### config.mk
export PLATFORM = sky130hd
export DESIGN_NAME = voting_machine_param
export DESIGN_NICKNAME = d
export VERILOG_FILES = /design/src/rtl/voting_machine_param.sv
export SDC_FILE = /design/constraint.sdc
export NUM_CORES = 1
export LEC_CHECK = 0
export CAP_MARGIN = 0
export CORE_MARGIN = 2
export CORE_UTILIZATION = 55
export DETAILED_ROUTE_END_ITERATION = 16
export DONT_BUFFER_PORTS = 1
export GPL_TIMING_DRIVEN = 0
export PLACE_DENSITY = 0.76
export SKIP_CTS_REPAIR_TIMING = 1
export SLEW_MARGIN = 25
export SYNTH_ARGS = -nofsm -noshare
export SYNTH_HDL_FRONTEND = slang
export SYNTH_SLANG_ARGS = --single-unit
### constraint.sdc
create_clock -name clk -period 3.12 [get_ports clk]
set_input_delay 0.624 -clock clk [delete_from_list [all_inputs] [get_ports clk]]
set_output_delay 0.624 -clock clk [all_outputs]
set_load 0.1 [all_outputs]
### src/rtl/voting_machine_param.sv
// ---------------------------------------------------------------------------
// voting_machine_param: edge-detected vote tally, serial winner scan, results.
// Rev 1.0 | optional voter lockout: define VM_VOTER_LOCKOUT_EN
// ---------------------------------------------------------------------------
`default_nettype none

module voting_machine_param #(
  parameter int N_CAND = 3,
  parameter int CNT_W  = 6,
  parameter int IDX_W  = (N_CAND > 2) ? $clog2(N_CAND) : 1
) (
  input  logic                      clk,
  input  logic                      rst,
  input  logic [N_CAND-1:0]         i_vote,
  input  logic                      i_voting_over,
  input  logic                      i_next_voter,
  output logic [N_CAND*CNT_W-1:0]   o_count,
  output logic [IDX_W-1:0]          o_winner,
  output logic                      o_tie,
  output logic                      o_done,
  output logic                      o_reject
);

  localparam logic [N_CAND-1:0] C_ONE   = N_CAND'(1);
  localparam logic [IDX_W-1:0]  C_LAST  = IDX_W'(N_CAND - 1);

  typedef enum logic [1:0] {
    VOTING = 2'd0,
    SCAN   = 2'd1,
    DONE   = 2'd2
  } state_t;

  state_t state, state_nxt;

  logic [N_CAND-1:0] vote_q;
  logic              primed;
  logic [CNT_W-1:0]  tally [N_CAND];
  logic [N_CAND-1:0] sat;
  logic [N_CAND-1:0] edges;
  logic [N_CAND-1:0] inc;
  logic              single;
  logic              multi;
  logic              hit_sat;
  logic              accept;
  logic              reject_nxt;

  logic [IDX_W-1:0]  scan_idx;
  logic [IDX_W-1:0]  best_idx;
  logic [CNT_W-1:0]  best_cnt;
  logic [CNT_W-1:0]  cur_cnt;
  logic              tie_r;

  // Edges are masked until the first post-reset cycle has sampled the buttons.
  assign edges   = (state == VOTING && primed) ? (i_vote & ~vote_q) : '0;
  assign single  = (edges != '0) && ((edges & (edges - C_ONE)) == '0);
  assign multi   = (edges != '0) && !single;
  assign hit_sat = |(edges & sat);

  generate
    for (genvar k = 0; k < N_CAND; k++) begin : g_sat
      assign sat[k] = &tally[k];
    end
  endgenerate

`ifdef VM_VOTER_LOCKOUT_EN
  logic locked;

  assign accept = single && !hit_sat && !locked;

  always_ff @(posedge clk or posedge rst) begin
    if (rst) begin
      locked <= 1'b0;
    end else if (state == VOTING) begin
      if (accept)            locked <= 1'b1;
      else if (i_next_voter) locked <= 1'b0;
    end
  end
`else
  logic unused_next_voter;

  assign unused_next_voter = i_next_voter;
  assign accept            = single && !hit_sat;
`endif

  assign reject_nxt = multi || (single && !accept);
  assign inc        = accept ? edges : '0;

  always_ff @(posedge clk or posedge rst) begin
    if (rst) begin
      vote_q   <= '0;
      primed   <= 1'b0;
      o_reject <= 1'b0;
      for (int k = 0; k < N_CAND; k++) tally[k] <= '0;
    end else begin
      vote_q   <= i_vote;
      primed   <= 1'b1;
      o_reject <= reject_nxt;
      for (int k = 0; k < N_CAND; k++) begin
        if (inc[k]) tally[k] <= tally[k] + CNT_W'(1);
      end
    end
  end

  always_comb begin
    cur_cnt = '0;
    for (int k = 0; k < N_CAND; k++) begin
      if (scan_idx == IDX_W'(k)) cur_cnt = tally[k];
    end
  end

  // Strict '>' keeps the lower index on equal tallies.
  always_ff @(posedge clk or posedge rst) begin
    if (rst) begin
      scan_idx <= '0;
      best_idx <= '0;
      best_cnt <= '0;
      tie_r    <= 1'b0;
    end else if (state == SCAN) begin
      scan_idx <= scan_idx + IDX_W'(1);
      if (scan_idx == '0) begin
        best_cnt <= cur_cnt;
        best_idx <= '0;
        tie_r    <= 1'b0;
      end else if (cur_cnt > best_cnt) begin
        best_cnt <= cur_cnt;
        best_idx <= scan_idx;
        tie_r    <= 1'b0;
      end else if (cur_cnt == best_cnt) begin
        tie_r    <= 1'b1;
      end
    end
  end

  always_ff @(posedge clk or posedge rst) begin
    if (rst) state <= VOTING;
    else     state <= state_nxt;
  end

  always_comb begin
    state_nxt = state;
    case (state)
      VOTING:  if (i_voting_over) state_nxt = SCAN;
      SCAN:    if (scan_idx == C_LAST) state_nxt = DONE;
      DONE:    state_nxt = DONE;
      default: state_nxt = VOTING;
    endcase
  end

  assign o_done   = (state == DONE);
  assign o_winner = o_done ? best_idx : '0;
  assign o_tie    = o_done && tie_r;

  generate
    for (genvar k = 0; k < N_CAND; k++) begin : g_flat
      assign o_count[k*CNT_W +: CNT_W] = o_done ? tally[k] : '0;
    end
  endgenerate

endmodule

`default_nettype wire

; ---- After elaboration in Yosys (flattened, before gate mapping)
; Index checks and enable logic that the tools add are counted.
[totals]
reg_bits = 36
inputBits = 7
output_inout_bits = 23
word_cells = 70
[op_classes]
addsub = 5
magnitude_cmp = 1
eq_ne = 7
mux = 19
bitwise = 4
reduce_logical = 23
[op_table]
columns = op, n
row1 = 6-bit two-way mux, 8
row2 = "6-bit by 1-bit adder with 6-bit output, second input constant", 3
row3 = 6-bit AND reduction, 3
row4 = 2-bit two-way mux, 5
row5 = 3-bit bitwise AND, 3
row6 = 6-bit equality test, 1
row7 = 6-bit greater-than comparator, 1
row8 = 1-bit logical AND, 6
row9 = 3-bit two-way mux, 2
row10 = 2-bit one-hot mux with 3 select lines, 1
row11 = 2-bit AND reduction, 3
row12 = 3-bit nonzero test, 2
row13 = "2-bit by 1-bit equality test with 1-bit output, second input constant", 2
row14 = "2-bit equality test, second input constant", 2
row15 = 2-bit logical NOT, 2
row16 = "2-bit != test, second input constant", 2
row17 = 1-bit logical NOT, 3
row18 = 3-bit logical NOT, 1
row19 = 1-bit two-way mux, 3
row20 = 3-bit inverter, 1
row21 = 3-bit OR reduction, 1
row22 = "3-bit by 1-bit subtractor with 3-bit output, second input constant", 1
row23 = "2-bit by 1-bit adder with 2-bit output, second input constant", 1
row24 = 2-bit nonzero test, 1
row25 = 1-bit logical OR, 1

; ---- Logic depth before layout (Yosys ltp)
; Gate-level depths: netlist (run 1).
[depth]
ltp_word = 11
depth_mapped = 11
depth_no_buf = 10

; ---- Worst setup path before layout (run 1)
; Ideal clock, no wire load.
[synth_timing]
path_kind = flip-flop to output port
start = register state[0]
end = output o_winner[0]
arrival_ns = 2.339
required_time_ns = 2.496
path_slack_ns = 0.157
stages_incl_launch_ff = 5
path_buffers = 1
cell_sequence = dfrtp_1 > inv_1 > ha_1 > clkbuf_1 > and2_1
[synth_via]
elab_chain_len = 2
[synth_lines]
columns = element, line_no
row1 = from (decl), 33  ; state_t state, state_nxt;
row2 = from (signal assigned), 136  ; else state <= state_nxt;
row3 = 2-bit equality test, 149  ; assign o_done = (state == DONE);
row4 = named net o_done, 20  ; output logic o_done,
row5 = 2-bit two-way mux, 150  ; assign o_winner = o_done ? best_idx : '0;
row6 = to (decl), 18  ; output logic [IDX_W-1:0] o_winner,
; The timed path passes the listed nets, and every way through them passes these cells.

; ---- Final worst setup path (run 1)
[layout_timing]
start = register state[0]
end = output o_count[13]
[layout_via]
elab_chain_len = 2
[layout_lines]
columns = element, line_no
row1 = 2-bit equality test, 149
row2 = named net o_done, 20
row3 = 6-bit two-way mux, 155  ; assign o_count[k*CNT_W +: CNT_W] = o_done ? tally[k] : '0;
row4 = to (decl), 17  ; output logic [N_CAND*CNT_W-1:0] o_count,
; The timed path passes the listed nets, and every way through them passes these cells.

==> metrics.yaml, run 1 <==
cp_cell_sequence: "inv_1, ha_2, clkbuf_1, and2_2"
slowest_delay_ps: 570
final_cells: 263
clk_latency_ps: 290
leakagePower_nw: 1.08
drt_iter0_markers: 72
track_usage_pct: 20.1
path_clk_slew_ps: 70
fillers: 324
synth_edf_count: 0
die_area_mm2: 0.00429
cp_data_arrival_time_ps: 2310
yosysWarnings: 0
status: "completed"
period_share_pct: 94.2
finalWirelength_mm: 3.85
finalHoldViolCount: 0
worst_pin_slew_ps: 953
cp-end-kind: "primary output"
routedWlPerCell_um: 14.6
num_io_pins: 30
syn-mean-instance-area_um2: 10.0
drv_cap: 0
grt_pass1_wl_mm: 6.53
route.detailed.drc: 0
synth_area_mm2: 0.00208
ys_seq_area_share_pct: 43.3
powerDensity_mw_per_mm2: 936
drt-vias-per-instance: 5.52
antenna_found_initial: 0
layout-drive-gt1-share_pct: 19.1
start_util_pct: 57.2
cts_root_buf: "clkbuf_8"
place_ws_ps: -121
synth_cell_types: 34
fmax_ghz: 0.340
final_cell_mix: "dfrtp_1 (36), and2_2 (20), nand2_1 (16)"
diodes: 0
cts_buffers: 5
hp-class: "input port to asynchronous set/reset pin"
layout_commonest_cell: "dfrtp_1"
rsz0062_at_grt: "no"
routabilityCongestion: 0.850
antenna_left: 0
ys_ff_latch: 36
setup_viol: 0
synth_cells: 207
setup_ws_ps: 181
syn-num-nets: 230
setup_tns_ps: 0
utilization_pct: 62.3
cp_slowest_cell: "ha_2"
synthFlopType: "dfrtp_1"
fin_nets: 237
core_region_area_mm2: 0.00363
htreeDepth: 2
dp_hpwl_mm: 2.90
grt_pass1_vias: 1386
critical_path_class: "register to primary output"
io_buffer_count: 0
num_rows: 22
cts_tree: "done"
crit_path_start_kind: "register"
drv_slew: 0
cts.sink_count: 36
area_delta_synth_final_pct: 8.91
die_h_um: 65.5
dieWidth_um: 65.5
fin_crit_ps: 2940
skew_ps: 9.22
critPathMaxFanout: 10
vias: 1452
max-vdd-ir-drop_mv: 0.566
async_reset_ff_share_pct: 100
dr.pass1.iters: 4
slew_headroom_pct: 36.9
cp_data_required_time_ps: 2500
grt.overflow.total: 0
cts_buffer_depth: 2
dpl.cell_count: 255
grt_max_degree: 37
[worst max-delay path, delay by kind of cell (launching register included)]
kind          cells  cell delay [ps]
simple gates      1              560
flops             1              400
fa+ha+maj         1              570
buf+inv           2              500
[metrics by stage]
step                      total power, W  area [µm²]  hold WS (ps)
final                            0.00212        2260           340
after global routing             0.00227        2260           350
after CTS                        0.00211        2230           356
after detailed placement         0.00177        2140           472
after global placement           0.00174        2140           467
after floorplan                  0.00160        2080           449
[flip-flops by register name, summed over array words and instances (netlist names)]
| register | cells |
|---|---|
| best_idx | 2 |
| scan_idx | 2 |
| o_reject | 1 |
| vote_q | 3 |
| best_cnt | 6 |
| tie_r | 1 |
| state | 2 |
| primed | 1 |
| tally | 18 |
[layout make-up]
cell class / count / area [µm²] / share of cell area, %
buffer: 4 / 16.3 / 0.719
clock buffer: 6 / 82.6 / 3.65
clock inverter: 2 / 10.0 / 0.442
inverter: 15 / 56.3 / 2.49
multi-input combinational: 151 / 1130 / 49.9
sequential: 36 / 901 / 39.8
tap: 48 / 60.1 / 2.65
timing repair buffer: 1 / 7.51 / 0.332
[path summary, 6_finish.rpt]
check                                        start  slack [ps]                       to  cells after the start
setup / recovery              state[0]$_DFFE_PP0P_         180              o_count[13]                      4
hold / removal                                 rst         340         primed$_DFF_PP0_                      1
setup reg to reg           scan_idx[1]$_DFFE_PP0P_         190  best_cnt[4]$_DFFE_PP0P_                     11
hold reg to reg            best_idx[1]$_DFFE_PP0P_         490  best_idx[1]$_DFFE_PP0P_                      1
max in group asynchronous                      rst        2310    tally[17]$_DFFE_PP0P_                      1
min in group clk                         i_vote[1]         370      vote_q[1]$_DFF_PP0_                      0
[power by group]
part / internal (W) / switching [W] / leakage, nW
Sequential: 0.000577 / 0.000126 / 0.470
Combinational: 0.000308 / 0.000766 / 0.561
Clock: 0.000176 / 0.000166 / 0.0510
Total: 0.00106 / 0.00106 / 1.08
[metal layers]
layer / part of all wire [%] / global-route usage (%) / up-vias
li1: - / - / 718
met1: 45 / 26.0 / 703
met2: 49 / 33.7 / 26
met3: 5.0 / 5.48 / 5
met4: 0.99 / 4.95 / 0
met5: 0 / 0 / -
[Yosys cell counts, types with 2 or more instances]
cell type	number	area (µm²)
and3b_1	5	43.8
o21ai_0	8	40.0
nand3_1	8	40.0
xor2_1	11	96.3
nor3_1	5	25.0
ha_1	16	200
and2_1	21	131
and4b_1	2	20.0
inv_1	15	56.3
nand4_1	3	18.8
clkbuf_1	5	18.8
nand2_1	16	60.1
dfrtp_1	36	901
mux2_1	5	56.3
nor2_1	10	37.5
a21oi_1	9	45.0
nand2b_1	4	25.0
nand4b_1	2	17.5
xnor2_1	5	43.8
mux2_2	7	78.8
[logic make-up (layout without fill, tap and decap cells)]
kind of cell,after synthesis,after routing,share of synthesized area [%]
AOI/OAI and AO/OA,26,26,8.37
xor gates and xnor gates,16,16,6.74
adders and majority gates,16,16,9.63
buffers and inverters,20,28,3.61
DFF,36,36,43.3
muxes,13,13,6.98
other,1,1,0.180
and+or+nand+nor,79,79,21.1
Note: power is estimated with default switching activity, not from simulation.
==> run 2: changes to the inputs <==
--- a/config.mk
+++ b/config.mk
@@ -7,11 +7,11 @@
 export LEC_CHECK = 0
 export CAP_MARGIN = 0
 export CORE_MARGIN = 2
-export CORE_UTILIZATION = 55
+export CORE_UTILIZATION = 54
 export DETAILED_ROUTE_END_ITERATION = 16
 export DONT_BUFFER_PORTS = 1
 export GPL_TIMING_DRIVEN = 0
-export PLACE_DENSITY = 0.76
+export PLACE_DENSITY = 0.75
 export SKIP_CTS_REPAIR_TIMING = 1
 export SLEW_MARGIN = 25
 export SYNTH_ARGS = -nofsm -noshare
==> run 2 against run 1 <==
Routed wire length grew 2.6%. Critical path depth grew 7. Critical path type is now register to register. Sequential power is essentially flat. Highest routed layer unchanged. Via count grew 1.2%. Largest power group unchanged. Clock power grew 30%. Combinational power is essentially flat.
==> metrics.yaml, run 2 (synthesized netlist as in run 1, its figures left out) <==
final_cell_mix: "dfrtp_1 (36), and2_2 (20), nand2_1 (16)"
core_region_area_mm2: 0.00369
diodes: 0
num_io_pins: 30
leakagePower_nw: 1.09
crit_top_cell: "ha_1"
grt.overflow.total: 0
vias: 1469
cp_data_arrival_time_ps: 3110
cts_tree: "done"
start_util_pct: 56.3
cts_root_buf: "clkbuf_8"
status: "completed"
pwr-share-clk_pct: 20.1
reg_top3: "tally (18), best_cnt (6), vote_q (3)"
area_delta_synth_final_pct: 10.2
p_switching_w: 0.00106
rsz0062_at_grt: "no"
track_usage_pct: 19.8
hp-class: "input port to asynchronous set/reset pin"
critPathMaxFanout: 10
finalWirelength_mm: 3.95
slew_headroom_pct: 37.0
routabilityCongestion: 0.816
die_area_mm2: 0.00436
grt_max_degree: 37
dp_hpwl_mm: 2.95
grt_use_met3_pct: 5.45
regMostFlops: "tally"
dr.pass1.iters: 4
grt_pass1_wl_mm: 6.42
io_buffer_count: 0
fin_nets: 236
layout_commonest_cell: "dfrtp_1"
cp_cell_sequence: "inv_1, ha_1, clkbuf_2, and3b_1, a21oi_1, o21ai_0, ha_1, nand4_1, o21bai_1, a31oi_4, mux2_2"
finalHoldViolCount: 0
internal_power_w: 0.00116
gr-usage-met1_pct: 24.6
fmax_ghz: 0.340
num_rows: 22
switching_share_pct: 47.8
setup_viol: 0
dieWidth_um: 66.0
critical_path_class: "register to register"
htreeDepth: 2
holdWs_ps: 339
cts_buffer_depth: 2
powerDensity_mw_per_mm2: 969
cp-end-kind: "register"
path_clk_slew_ps: 70
drt_iter0_markers: 74
die_h_um: 66.0
layout-drive-gt1-share_pct: 18.7
cts.sink_count: 36
pwr-share-seq_pct: 31.8
power_w: 0.00222
worst_pin_slew_ps: 952
slowest_delay_ps: 390
cp_data_required_time_ps: 3290
drt-vias-per-instance: 5.61
route.detailed.drc: 0
cp_slowest_cell: "dfrtp_1"
largest_reg_flops: 18
max-vdd-ir-drop_mv: 0.618
skew_ps: 5.12
grt_use_met2_pct: 33.3
antenna_left: 0
utilization_pct: 62.1
crit_path_start_kind: "register"
clk_latency_ps: 290
drv_cap: 0
grt_pass1_vias: 1405
fin_crit_ps: 2940
top_usage_layer: "met2"
period_share_pct: 94.1
routedWlPerCell_um: 15.1
cts_buffers: 5
drv_slew: 0
antenna_found_initial: 0
combPwrFrac_pct: 48.2
[run 2: cell count changes in the layout (fill, tap and decap cells not counted)]
| cell | previous run | this run |
|---|---|---|
| bufinv_16 | 0 | 1 |
| buf_4 | 1 | 0 |
| clkinv_2 | 2 | 0 |
| clkbuf_8 | 6 | 7 |
[run 2: path summary, 6_finish.rpt]
| kind | slack, ps | to | startpoint | cells past startpoint |
|---|---|---|---|---|
| max | 180 | best_cnt[4]$_DFFE_PP0P_ | scan_idx[1]$_DFFE_PP0P_ | 11 |
| min | 340 | primed$_DFF_PP0_ | rst | 1 |
| max reg2reg | 180 | best_cnt[4]$_DFFE_PP0P_ | scan_idx[1]$_DFFE_PP0P_ | 11 |
| min reg2reg | 490 | best_cnt[1]$_DFFE_PP0P_ | best_cnt[1]$_DFFE_PP0P_ | 1 |
| max in group asynchronous | 2300 | best_cnt[4]$_DFFE_PP0P_ | rst | 1 |
| min in group clk | 360 | vote_q[2]$_DFF_PP0_ | i_vote[2] | 0 |
[run 2: cell type report]
type,instances,area [µm²]
plain buffers,4,16.3
clock buffers,7,96.3
clock inverters,1,30.0
fillers,334,1400
inverters,15,56.3
multi-input cells,151,1130
flip-flops and latches,36,901
well taps,48,60.1
[run 2: stage by stage]
step	setup slack, ps	area [µm²]	TNS, ps	instances
final	183	2290	0	262
after global routing	12.6	2290	0	262
after CTS	-455	2260	-8460	263
after detailed placement	-131	2140	-1870	255
after global placement	-94.3	2140	-1360	255
after floorplan	157	2080	0	207
[run 2: power by group through the flow]
stage	Sequential, W	Combinational, W	Clock [W]
2_1_floorplan	0.000671	0.000926	0
3_3_place_gp	0.000705	0.00103	0
3_5_place_dp	0.000712	0.00106	0
4_1_cts	0.000703	0.00106	0.000452
5_1_grt	0.000723	0.00115	0.000477
6_report	0.000705	0.00107	0.000445
[run 2: per-layer routing]
layer | up-vias | part of all wire (%)
met1 | 729 | 45
met2 | 27 | 50
met3 | 7 | 3.6
met5 | - | 0
met4 | 0 | 1.7
li1 | 706 | -
[run 2: critical path, delay by kind of cell, from the launching register on]
family                     cells  cell delay, ps
DFF                            1             390
buffers and inverters          2             330
and+or+nand+nor                2             340
muxes                          1             380
adders and majority gates      2             550
AOI/OAI and AO/OA              4             830
